[src/rtl/out_port_fifo.sv]
// out_port_fifo: queues OUT-instruction bus words with a channel tag and drains them per channel.
// Latency: a write at edge N is presented on port_valid/port_data after edge N+1; each pop is followed by one idle cycle.
// Backpressure: a not-ready head channel stalls all later entries; busy marks a full queue, and writes while full are dropped and set ovf.
// Optional feature macro: OUT_PORT_READBACK_EN adds rb_sel/rb_data, the last value popped per channel.
module out_port_fifo #(
  parameter int DATA_W = 32,
  parameter int NUM_CH = 4,
  parameter int CH_W   = 2,
  parameter int DEPTH  = 8,
  parameter int CNT_W  = 4
) (
  input  logic              clk,
  input  logic              clr,
  input  logic [DATA_W-1:0] bus_in,
  input  logic [CH_W-1:0]   ch_sel,
  input  logic              out_in,
  output logic [DATA_W-1:0] port_data,
  output logic [NUM_CH-1:0] port_valid,
  input  logic [NUM_CH-1:0] port_ready,
  output logic              busy,
  output logic [CNT_W-1:0]  count,
  output logic              ovf,
  input  logic              ovf_clr
`ifdef OUT_PORT_READBACK_EN
  ,
  input  logic [CH_W-1:0]   rb_sel,
  output logic [DATA_W-1:0] rb_data
`endif
);

  localparam int PTR_W = $clog2(DEPTH);

  typedef struct packed {
    logic [CH_W-1:0]   ch;
    logic [DATA_W-1:0] dat;
  } ent_t;

  ent_t              mem [DEPTH];
  logic [PTR_W-1:0]  wr_ptr;
  logic [PTR_W-1:0]  rd_ptr;
  ent_t              head;
  logic              full;
  logic              ch_ok;
  logic              wr_ok;
  logic              drop;
  logic              pop;
  logic [CNT_W-1:0]  cnt_nxt;
  logic [NUM_CH-1:0] head_onehot;

  assign head  = mem[rd_ptr];
  assign full  = (count == CNT_W'(DEPTH));
  assign ch_ok = ({1'b0, ch_sel} < (CH_W+1)'(NUM_CH));
  // Full blocks the write even if a pop happens on the same edge.
  assign wr_ok = out_in & ~full & ch_ok;
  assign drop  = out_in & ~wr_ok;
  // port_valid is only ever set for a queued head, so a pop can never underflow.
  assign pop   = |(port_valid & port_ready);
  assign cnt_nxt = count + CNT_W'(wr_ok) - CNT_W'(pop);

  // Decode the head entry's channel tag into a one-hot valid vector.
  always_comb begin
    head_onehot = '0;
    for (int i = 0; i < NUM_CH; i++) begin
      if (head.ch == CH_W'(i)) head_onehot[i] = 1'b1;
    end
  end

  // Storage array; contents are intentionally left unreset.
  always_ff @(posedge clk) begin
    if (wr_ok) mem[wr_ptr] <= {ch_sel, bus_in};
  end

  // Pointers, occupancy, full flag and sticky overflow.
  always_ff @(posedge clk or negedge clr) begin
    if (!clr) begin
      wr_ptr <= '0;
      rd_ptr <= '0;
      count  <= '0;
      busy   <= 1'b0;
      ovf    <= 1'b0;
    end else begin
      if (wr_ok) wr_ptr <= wr_ptr + PTR_W'(1);
      if (pop)   rd_ptr <= rd_ptr + PTR_W'(1);
      count <= cnt_nxt;
      busy  <= (cnt_nxt == CNT_W'(DEPTH));
      // A drop in the same cycle as a clear leaves the flag set.
      if (drop)         ovf <= 1'b1;
      else if (ovf_clr) ovf <= 1'b0;
    end
  end

  // Registered head presentation: idle for the cycle after a pop so the
  // advanced read pointer is picked up next edge; data holds while empty.
  always_ff @(posedge clk or negedge clr) begin
    if (!clr) begin
      port_valid <= '0;
      port_data  <= '0;
    end else if (!pop && (count != '0)) begin
      port_valid <= head_onehot;
      port_data  <= head.dat;
    end else begin
      port_valid <= '0;
    end
  end

`ifdef OUT_PORT_READBACK_EN
  logic [DATA_W-1:0] last_val [NUM_CH];

  // Remember the word most recently handed to each channel.
  always_ff @(posedge clk or negedge clr) begin
    if (!clr) begin
      for (int i = 0; i < NUM_CH; i++) last_val[i] <= '0;
    end else begin
      for (int i = 0; i < NUM_CH; i++) begin
        if (port_valid[i] && port_ready[i]) last_val[i] <= port_data;
      end
    end
  end

  // Readback mux; an out-of-range select reads zero.
  always_comb begin
    rb_data = '0;
    for (int i = 0; i < NUM_CH; i++) begin
      if (rb_sel == CH_W'(i)) rb_data = last_val[i];
    end
  end
`endif

endmodule

[config.mk]
export PLATFORM = sky130hd
export DESIGN_NAME = out_port_fifo
export DESIGN_NICKNAME = d
export VERILOG_FILES = /design/src/rtl/out_port_fifo.sv
export SDC_FILE = /design/constraint.sdc
export NUM_CORES = 1
export LEC_CHECK = 0
export CAP_MARGIN = 15
export CORE_ASPECT_RATIO = 1.25
export CORE_UTILIZATION = 58
export DETAILED_ROUTE_END_ITERATION = 16
export PLACE_DENSITY = 0.79
export SLEW_MARGIN = 30
export SYNTH_ARGS = -nofsm -noshare
export SYNTH_HDL_FRONTEND = slang
export SYNTH_SLANG_ARGS = --single-unit
export TNS_END_PERCENT = 20
[constraint.sdc]
create_clock -name clk -period 5.65 [get_ports clk]
set_input_delay 0.8475 -clock clk [delete_from_list [all_inputs] [get_ports clk]]
set_output_delay 0.8475 -clock clk [all_outputs]
set_load 0.01 [all_outputs]
==> results of run 1 <==
## final cells by class
type | count | share of cell area [%]
sequential | 320 | 65.9
multi-input combinational | 216 | 18.6
timing repair buffer | 97 | 6.68
clock buffer | 42 | 5.51
tap | 270 | 2.37
clock inverter | 11 | 0.782
inverter | 9 | 0.237
## metrics by stage
step / hold slack [ns] / utilization [%] / total power, mW / cells
CTS: 0.445 / 69.9 / 7.48 / 964
floorplan: 0.517 / - / 4.88 / 572
detailed placement: 0.475 / 65.5 / 5.62 / 911
global route: 0.493 / 70.1 / 7.77 / 965
global placement: 0.466 / 65.5 / 5.51 / 911
finish: 0.438 / 70.1 / 7.40 / 965
## metal layers
metal	share of wire [%]	GRT usage [%]	vias up
met2	53	38.9	174
met1	39	27.7	2910
met5	0	0	-
met4	1.7	6.40	0
li1	-	-	2506
met3	5.4	3.36	32
## layout by cell type, fill, tap and decap left out, types with 2 or more instances in the layout
cell,n
sky130_fd_sc_hd__mux2_1,2
sky130_fd_sc_hd__xnor2_1,3
sky130_fd_sc_hd__buf_4,13
sky130_fd_sc_hd__edfxtp_1,272
sky130_fd_sc_hd__o21ai_1,32
sky130_fd_sc_hd__bufinv_16,2
sky130_fd_sc_hd__nor2_1,3
sky130_fd_sc_hd__clkdlybuf4s50_1,82
sky130_fd_sc_hd__ha_1,7
sky130_fd_sc_hd__a21oi_1,2
sky130_fd_sc_hd__nor2_4,3
sky130_fd_sc_hd__mux2i_1,32
sky130_fd_sc_hd__dfrtp_4,2
sky130_fd_sc_hd__mux4_1,9
sky130_fd_sc_hd__a22oi_1,2
sky130_fd_sc_hd__nand2_1,39
sky130_fd_sc_hd__nor3_2,4
sky130_fd_sc_hd__clkbuf_1,12
sky130_fd_sc_hd__inv_1,8
sky130_fd_sc_hd__clkinv_1,3
sky130_fd_sc_hd__dfrtp_1,45
sky130_fd_sc_hd__clkinv_2,3
sky130_fd_sc_hd__xor2_1,4
sky130_fd_sc_hd__mux4_2,59
sky130_fd_sc_hd__nand2b_1,3
sky130_fd_sc_hd__clkbuf_16,29
## power by group through the flow
stage / sequential [mW] / combinational (mW) / clock, mW
final: 3.38 / 2.18 / 1.85
after global routing: 3.44 / 2.36 / 1.97
after CTS: 3.45 / 2.14 / 1.89
after detailed placement: 3.49 / 2.13 / 0
after global placement: 3.45 / 2.06 / 0
after floorplan: 3.32 / 1.56 / 0
## final timing paths
kind	cells after the start	slack, ns	endpoint
max	5	2.59	mem[3][26]$_DFFE_PP_
min	2	0.44	count[2]$_DFF_PN0_
max reg2reg	6	2.78	mem[3][26]$_DFFE_PP_
min reg2reg	2	0.48	port_data[14]$_DFFE_PN0P_
max in group asynchronous	2	4.68	rd_ptr[0]$_DFFE_PN0P_
min in group clk	2	0.48	port_data[14]$_DFFE_PN0P_
## state kept, by name, summed over array words and instances (netlist names)
| signal | cells |
|---|---|
| busy | 1 |
| count | 4 |
| mem | 272 |
| ovf | 1 |
| port_data | 32 |
| port_valid | 4 |
| rd_ptr | 3 |
| wr_ptr | 3 |
## logic make-up (layout without fill, tap and decap cells)
group / after synthesis / after routing / share of synthesized area (%)
AOI/OAI and AO/OA: 40 / 40 / 1.76
buffers and inverters: 36 / 159 / 1.95
muxes: 104 / 104 / 16.0
xor gates and xnor gates: 7 / 7 / 0.504
adders and majority gates: 8 / 8 / 0.884
DFF: 320 / 320 / 76.9
and+or+nand+nor: 57 / 57 / 1.99
## critical path: cells and delay by family
family | cells | cell delay [ns]
AOI/OAI and AO/OA | 1 | 0.53
buffers and inverters | 2 | 0.88
and+or+nand+nor | 2 | 1.03
==> impl_metrics.env, run 1 <==
export IMPL_run_status="finished, final reports clean"
export IMPL_power_static_leakage_nw=4.84
export IMPL_detailed_place_area_um2=13300
export IMPL_port_buffers=83
export IMPL_crit_path_start_kind="primary input"
export IMPL_synth_cells=572
export IMPL_grt_max_degree=71
export IMPL_grt_pass1_vias=6085
export IMPL_critPathLaunch="out_in"
export IMPL_path_max_fanout=20
export IMPL_wl_per_cell_um=23.1
export IMPL_cts_made_buffers=29
export IMPL_dp_hpwl_mm=12.3
export IMPL_critical_path_reg2reg_startpoint="count[2]$_DFF_PN0_"
export IMPL_sequentialPowerShare_pct=45.6
export IMPL_rsz0062_at_grt="no"
export IMPL_core_um2=20300
export IMPL_hold_viol_final=0
export IMPL_timing_worst_slew_pin_value_ns=0.871
export IMPL_post_cts_setup_buffer_count=0
export IMPL_number_of_failing_setup_endpoints_in_the_final_timing_report=0
export IMPL_finalClockSkew_ns=0.0105
export IMPL_syn2layout_area_growth_pct=16.9
export IMPL_worstPathArrival_ns=3.29
export IMPL_synth_yosys_warnings=0
export IMPL_antenna_cells=0
export IMPL_synth_top_area_cell="sky130_fd_sc_hd__edfxtp_1"
export IMPL_synth_enable_flop_cells=272
export IMPL_multi_input_area_um2=2640
export IMPL_via_count=5622
export IMPL_path_clk_slew_ns=0.07
export IMPL_routed_wl_mm=22.3
export IMPL_global_route_wire_length_before_repair_mm=34.7
export IMPL_synth_most_common_cell="sky130_fd_sc_hd__edfxtp_1"
export IMPL_synth_top_cells_by_area="sky130_fd_sc_hd__edfxtp_1 67%, sky130_fd_sc_hd__mux4_2 11%, sky130_fd_sc_hd__dfrtp_1 9.9%"
export IMPL_placementRows=58
export IMPL_ctsHoldBuffers=0
export IMPL_netlist_cell_type_count=35
export IMPL_summed_area_of_non_filler_cells_in_the_final_layout_um2=14200
export IMPL_die_width_um=132
export IMPL_seq_area_frac_synth_pct=76.9
export IMPL_netlist_area_leader_share_pct=67.1
export IMPL_die_height_um=164
export IMPL_antenna_found_initial=0
export IMPL_clock_sink_count=320
export IMPL_final_antenna_net_count=0
export IMPL_timing_final_max_slew_violations=0
export IMPL_post_synth_instance_area_um2=12200
export IMPL_final_period_utilization_pct=54.1
export IMPL_share_clk_of_total_power_pct=25.0
export IMPL_start_util_pct=59.9
export IMPL_syn_area_per_cell_um2=21.3
export IMPL_internal_power_mw=5.23
export IMPL_post_route_drc_violation_count=0
export IMPL_timing_final_crit_period_ns=3.06
export IMPL_synthFlopType="sky130_fd_sc_hd__edfxtp_1"
export IMPL_async_s_r_ff_share_synth_pct=15.0
export IMPL_ctsResizeCount=0
export IMPL_powerDensity_nw_per_um2=520
export IMPL_power_ir_vdd_worst_v=0.000297
export IMPL_crit_type="primary input to register"
export IMPL_worst_hold_path_type="primary input to asynchronous set/reset pin"
export IMPL_power_frac_comb_pct=29.4
export IMPL_power_switching_mw=2.18
export IMPL_dp_worst_slack_ns=2.06
export IMPL_detailedRoute_firstIterationViolations=430
export IMPL_synth_seq_cells=320
export IMPL_global_route_overflow_total=0
export IMPL_synth_net_count=622
export IMPL_maxSlewHeadroom_pct=42.0
export IMPL_clk_latency_ns=0.54
export IMPL_critical_path_cell_chain="clkdlybuf4s50_1, a21boi_1, nand2_1, nor2_4, buf_4"
export IMPL_ff_latch_area_um2=9380
export IMPL_finalNetCount=723
export IMPL_drt_vias_per_instance=5.83
export IMPL_cts_tree="yes"
export IMPL_worst_endpoint_required_ns=5.88
export IMPL_ctsRootBufferMaster="sky130_fd_sc_hd__clkbuf_16"
export IMPL_track_usage_pct=21.7
export IMPL_layout_setup_ws_ns=2.59
export IMPL_ioPinCount=84
export IMPL_setup_tns_final_ns=0
export IMPL_final_layout_size_suffix_gt1_share_pct=18.4
export IMPL_critical_path_slowest_cell="sky130_fd_sc_hd__nor2_4"
export IMPL_timing_critical_path_to_type="register"
export IMPL_most_instantiated_cells_after_synthesis="272 x sky130_fd_sc_hd__edfxtp_1, 59 x sky130_fd_sc_hd__mux4_2, 48 x sky130_fd_sc_hd__dfrtp_1, 39 x sky130_fd_sc_hd__nand2_1"
export IMPL_switching_share_pct=29.4
export IMPL_detailedRoute_firstPassIterationCount=4
export IMPL_fmaxAchievable_mhz=327
export IMPL_n_fill_cell=1227
export IMPL_crit_path_max_incr_delay_ns=0.66
export IMPL_gp_routability_congestion=0.749
export IMPL_drv_cap=0
export IMPL_cts_root_to_sink_buffers=3
export IMPL_design_die_area_um2=21600
export IMPL_htreeDepth=1
Note: power is estimated with default switching activity, not from simulation.
==> run 2, diff against run 1 <==
Clock period 5.65 ns to 3 ns, I/O delays scaled along.
==> run 2 against run 1 <==
Against the previous run: clock-buffer cell count is 2 lower; core utilization is 1.2 points higher; non-clock buffer count is 16 higher; die area stayed put; critical path type is now register to register; largest cell class unchanged.
==> impl_metrics.env, run 2 (synthesized netlist as in run 1, its figures left out) <==
export IMPL_dp_hpwl_mm=13.5
export IMPL_finalClockSkew_ns=0.0146
export IMPL_design_die_area_um2=21600
export IMPL_critical_path_cell_chain="inv_1, ha_1, a21boi_1, buf_4, nand2_1, nor2_4, buf_12"
export IMPL_global_route_wire_length_before_repair_mm=37.0
export IMPL_power_static_leakage_nw=4.96
export IMPL_htreeDepth=1
export IMPL_worstPathArrival_ns=2.63
export IMPL_final_layout_size_suffix_gt1_share_pct=20.9
export IMPL_critical_path_slowest_cell="sky130_fd_sc_hd__nor2_4"
export IMPL_port_buffers=83
export IMPL_final_antenna_net_count=0
export IMPL_drt_vias_per_instance=5.94
export IMPL_largest_register_ff_count=272
export IMPL_finalNonFillerCells=982
export IMPL_antenna_found_initial=1
export IMPL_layout_common_cells="272 x sky130_fd_sc_hd__edfxtp_1, 82 x sky130_fd_sc_hd__clkdlybuf4s50_1, 59 x sky130_fd_sc_hd__mux4_2, 45 x sky130_fd_sc_hd__dfrtp_1, 39 x sky130_fd_sc_hd__nand2_1"
export IMPL_start_util_pct=59.9
export IMPL_fmaxAchievable_mhz=418
export IMPL_post_route_drc_violation_count=0
export IMPL_ctsRootBufferMaster="sky130_fd_sc_hd__clkbuf_16"
export IMPL_detailedRoute_firstPassIterationCount=4
export IMPL_cts_made_buffers=30
export IMPL_die_height_um=164
export IMPL_crit_path_max_incr_delay_ns=0.39
export IMPL_path_max_fanout=21
export IMPL_rr_endpoint="mem[7][1]$_DFFE_PP_"
export IMPL_timing_final_max_slew_violations=0
export IMPL_die_width_um=132
export IMPL_ctsResizeCount=0
export IMPL_dominant_delay_contributor_by_cell_family_on_the_critical_path="simple AND/OR/NAND/NOR gates"
export IMPL_placementRows=58
export IMPL_powerDensity_nw_per_um2=991
export IMPL_clk_latency_ns=0.55
export IMPL_placed_cell_count=927
export IMPL_ff_latch_area_um2=9380
export IMPL_layout_setup_ws_ns=0.607
export IMPL_detailedRoute_firstIterationViolations=424
export IMPL_number_of_failing_setup_endpoints_in_the_final_timing_report=0
export IMPL_timing_critical_path_to_type="register"
export IMPL_cts_root_to_sink_buffers=3
export IMPL_layout_top_registers="mem: 272 flops, port_data: 32 flops"
export IMPL_worstPathBufferInverterCount=3
export IMPL_global_route_overflow_total=0
export IMPL_cts_tree="yes"
export IMPL_final_core_utilization_pct=71.2
export IMPL_crit_type="register to register"
export IMPL_drv_cap=0
export IMPL_dp_worst_slack_ns=0.310
export IMPL_grt_pass1_vias=6420
export IMPL_summed_area_of_non_filler_cells_in_the_final_layout_um2=14500
export IMPL_setup_tns_final_ns=0
export IMPL_routed_wl_mm=23.6
export IMPL_gp_routability_congestion=0.840
export IMPL_path_clk_slew_ns=0.06
export IMPL_hold_viol_final=0
export IMPL_final_period_utilization_pct=79.8
export IMPL_met2_track_utilization_from_global_routing_pct=41.7
export IMPL_via_count=5831
export IMPL_crit_path_start_kind="register"
export IMPL_top_usage_layer="met2"
export IMPL_finalNetCount=740
export IMPL_track_usage_pct=23.2
export IMPL_ioPinCount=84
export IMPL_multi_input_area_um2=2650
export IMPL_ctsHoldBuffers=0
export IMPL_syn2layout_area_growth_pct=18.9
export IMPL_run_status="finished, final reports clean"
export IMPL_antenna_cells=0
export IMPL_post_cts_setup_buffer_count=0
export IMPL_layout_cells_most_common="sky130_fd_sc_hd__edfxtp_1"
export IMPL_grt_use_met1_pct=29.4
export IMPL_wl_per_cell_um=24.0
export IMPL_rsz0062_at_grt="no"
export IMPL_worstRegToRegCells=7
export IMPL_maxSlewHeadroom_pct=59.5
export IMPL_worst_hold_path_type="primary input to asynchronous set/reset pin"
export IMPL_power_ir_vdd_worst_v=0.000705
export IMPL_largest_register="mem"
export IMPL_reg2reg_setup_slack_ns=0.61
export IMPL_timing_final_crit_period_ns=2.39
export IMPL_critical_path_reg2reg_startpoint="count[2]$_DFF_PN0_"
export IMPL_worst_endpoint_required_ns=3.24
export IMPL_detailed_place_area_um2=13500
export IMPL_timing_worst_slew_pin_value_ns=0.608
export IMPL_core_um2=20300
export IMPL_grt_max_degree=68
export IMPL_groute_layer_met3_usage_pct=3.61
export IMPL_clock_sink_count=320
export IMPL_n_fill_cell=1191
## run 2: final cells by class
class	count	share of cell area, %
Clock buffer	40	5.73
Inverter	9	0.233
Timing Repair Buffer	113	7.73
Clock inverter	14	0.864
Tap cell	270	2.33
Sequential cell	320	64.8
Multi-Input combinational cell	216	18.3
## run 2: worst max path at each step
stage                       startpoint  cells after the start                   end  slack [ns]
global placement                out_in                      6  mem[7][28]$_DFFE_PP_        0.36
detailed placement              out_in                      6  mem[7][31]$_DFFE_PP_        0.31
CTS                 count[1]$_DFF_PN0_                      6   mem[7][1]$_DFFE_PP_        0.59
finish              count[2]$_DFF_PN0_                      7   mem[7][1]$_DFFE_PP_        0.61
floorplan           count[2]$_DFF_PN0_                      5   mem[2][0]$_DFFE_PP_       -0.69
global route        count[1]$_DFF_PN0_                      8        busy$_DFF_PN0_        0.46
## run 2: power by group
| group | switching, mW | internal [mW] |
|---|---|---|
| sequential | 0.660 | 5.76 |
| combinational | 2.07 | 2.20 |
| clock | 1.54 | 2.11 |
| total | 4.27 | 10.1 |
## run 2: stage by stage
stage / power, mW / hold WS [ns]
global route: 15.0 / 0.492
floorplan: 9.18 / 0.154
finish: 14.3 / 0.451
global placement: 10.6 / 0.466
detailed placement: 10.8 / 0.475
CTS: 14.5 / 0.0912
## run 2: layer usage
metal,part of all wire [%],vias up
met3,5.3,39
met5,0,-
met1,39,3049
met2,53,207
li1,-,2536
met4,2.1,0
==> run 3, diff against run 2 <==
Clock period 3 ns to 2.5 ns, I/O delays scaled along.
==> run 3 against run 2 <==
Against the previous run: clock skew is 0.0048 ns lower; die area stayed put; hold slack worse by 0.068 ns; core utilization is 1.2 points higher; register-to-register slack worse by 0.41 ns; routed wire length is 0.96% higher; combinational power is 28% higher; final cell count is 0.51% higher; non-clock buffer count is 7 higher; sequential share of layout area is 1.0 points lower; global-route usage is 0.094 points lower; largest cell class unchanged.
==> impl_metrics.env, run 3 (synthesized netlist as in run 1, its figures left out) <==
export IMPL_finalNonFillerCells=987
export IMPL_design_die_area_um2=21600
export IMPL_critical_path_slowest_cell="sky130_fd_sc_hd__dfrtp_1"
export IMPL_crit_type="register to register"
export IMPL_detailed_place_area_um2=13700
export IMPL_path_max_fanout=3
export IMPL_die_height_um=164
export IMPL_placed_cell_count=934
export IMPL_grt_pass1_vias=6298
export IMPL_power_static_leakage_nw=5.07
export IMPL_largest_register="mem"
export IMPL_placementRows=58
export IMPL_track_usage_pct=23.1
export IMPL_worst_endpoint_required_ns=2.95
export IMPL_gp_routability_congestion=0.806
export IMPL_ioPinCount=84
export IMPL_die_width_um=132
export IMPL_syn2layout_area_growth_pct=20.8
export IMPL_dominant_delay_contributor_by_cell_family_on_the_critical_path="compound AO/OA/AOI/OAI gates"
export IMPL_dp_worst_slack_ns=-0.0987
export IMPL_detailedRoute_firstPassIterationCount=6
export IMPL_start_util_pct=59.9
export IMPL_cts_root_to_sink_buffers=3
export IMPL_drv_cap=0
export IMPL_timing_final_max_slew_violations=0
export IMPL_layout_common_cells="272 x sky130_fd_sc_hd__edfxtp_1, 82 x sky130_fd_sc_hd__clkdlybuf4s50_1, 59 x sky130_fd_sc_hd__mux4_2, 45 x sky130_fd_sc_hd__dfrtp_1, 39 x sky130_fd_sc_hd__nand2_1"
export IMPL_antenna_found_initial=0
export IMPL_timing_critical_path_to_type="register"
export IMPL_crit_path_start_kind="register"
export IMPL_worst_hold_path_type="primary input to asynchronous set/reset pin"
export IMPL_worstPathArrival_ns=2.75
export IMPL_timing_worst_slew_pin_value_ns=0.610
export IMPL_powerDensity_nw_per_um2=1210
export IMPL_summed_area_of_non_filler_cells_in_the_final_layout_um2=14700
export IMPL_power_ir_vdd_worst_v=0.000953
export IMPL_cts_tree="yes"
export IMPL_antenna_cells=0
export IMPL_rsz0062_at_grt="no"
export IMPL_n_fill_cell=1152
export IMPL_run_status="finished, final reports clean"
export IMPL_global_route_wire_length_before_repair_mm=36.4
export IMPL_global_route_overflow_total=0
export IMPL_layout_cells_most_common="sky130_fd_sc_hd__edfxtp_1"
export IMPL_critical_path_cell_chain="inv_1, ha_1, a21boi_2, a21oi_1, inv_1, ha_1, a21o_1, a21oi_1, xor2_1, nor4b_2"
export IMPL_core_um2=20300
export IMPL_post_route_drc_violation_count=0
export IMPL_multi_input_area_um2=2680
export IMPL_worstRegToRegCells=10
export IMPL_detailedRoute_firstIterationViolations=493
export IMPL_via_count=5990
export IMPL_port_buffers=83
export IMPL_layout_top_registers="mem: 272 flops, port_data: 32 flops"
export IMPL_final_layout_size_suffix_gt1_share_pct=22.3
export IMPL_number_of_failing_setup_endpoints_in_the_final_timing_report=0
export IMPL_finalNetCount=745
export IMPL_wl_per_cell_um=24.1
export IMPL_maxSlewHeadroom_pct=59.4
export IMPL_clk_latency_ns=0.54
export IMPL_rr_endpoint="busy$_DFF_PN0_"
export IMPL_path_clk_slew_ns=0.07
export IMPL_grt_max_degree=68
export IMPL_layout_setup_ws_ns=0.198
export IMPL_hold_viol_final=0
export IMPL_final_period_utilization_pct=92.1
export IMPL_fmaxAchievable_mhz=434
export IMPL_worstPathBufferInverterCount=2
export IMPL_finalClockSkew_ns=0.00986
export IMPL_setup_tns_final_ns=0
export IMPL_hold_worst_slack_ns=0.383
export IMPL_ctsRootBufferMaster="sky130_fd_sc_hd__clkbuf_16"
export IMPL_ff_latch_area_um2=9380
export IMPL_routed_wl_mm=23.8
export IMPL_drt_vias_per_instance=6.07
export IMPL_dp_hpwl_mm=13.8
export IMPL_critical_path_reg2reg_startpoint="count[2]$_DFF_PN0_"
export IMPL_reg2reg_setup_slack_ns=0.20
export IMPL_htreeDepth=1
export IMPL_crit_path_max_incr_delay_ns=0.39
export IMPL_final_antenna_net_count=0
export IMPL_cts_made_buffers=28
export IMPL_clock_sink_count=320
export IMPL_largest_register_ff_count=272
export IMPL_timing_final_crit_period_ns=2.30
==> run 3: where the power goes <==
part / switching (mW) / leakage [nW] / internal, mW
combinational: 2.69 / 1.51 / 2.77
clock: 1.85 / 0.503 / 2.91
sequential: 0.674 / 3.05 / 6.91
==> run 3: how the worst max path moves through the flow <==
stage,to,slack [ns],cells past startpoint,from
finish,busy$_DFF_PN0_,0.20,10,count[2]$_DFF_PN0_
global route,busy$_DFF_PN0_,0.02,10,count[2]$_DFF_PN0_
CTS,busy$_DFF_PN0_,0.11,9,count[1]$_DFF_PN0_
detailed placement,busy$_DFF_PN0_,-0.1,10,port_ready[2]
global placement,busy$_DFF_PN0_,0.04,10,port_ready[2]
floorplan,mem[7][0]$_DFFE_PP_,-0.54,5,count[2]$_DFF_PN0_
==> run 3: timing repair <==
item                                    CTS  global route
hold endpoints to repair                 18             0
gates resized for setup                   0             2
buffers inserted                          0             0
hold buffers                              1             0
endpoints found under the setup margin    0             1
==> run 3: cell type report <==
type	count	area share, %
Sequential cell	320	63.7
Multi-Input combinational cell	216	18.2
Timing Repair Buffer	120	8.46
Clock buffer	38	5.30
Tap cell	270	2.30
Clock inverter	14	1.74
Inverter	9	0.230
==> run 3: per-stage QoR <==
stage	power [mW]	util, %
after CTS	17.9	72.3
after detailed placement	13.1	67.2
final	17.8	72.4
after global routing	18.6	72.4
after floorplan	11.0	-
after global placement	12.8	67.2
==> run 3: per-layer routing <==
layer	track usage [%]	wire length, um
met5	0	0
met3	3.24	1290
met4	7.98	642
met2	40.1	12500
met1	30.5	9410
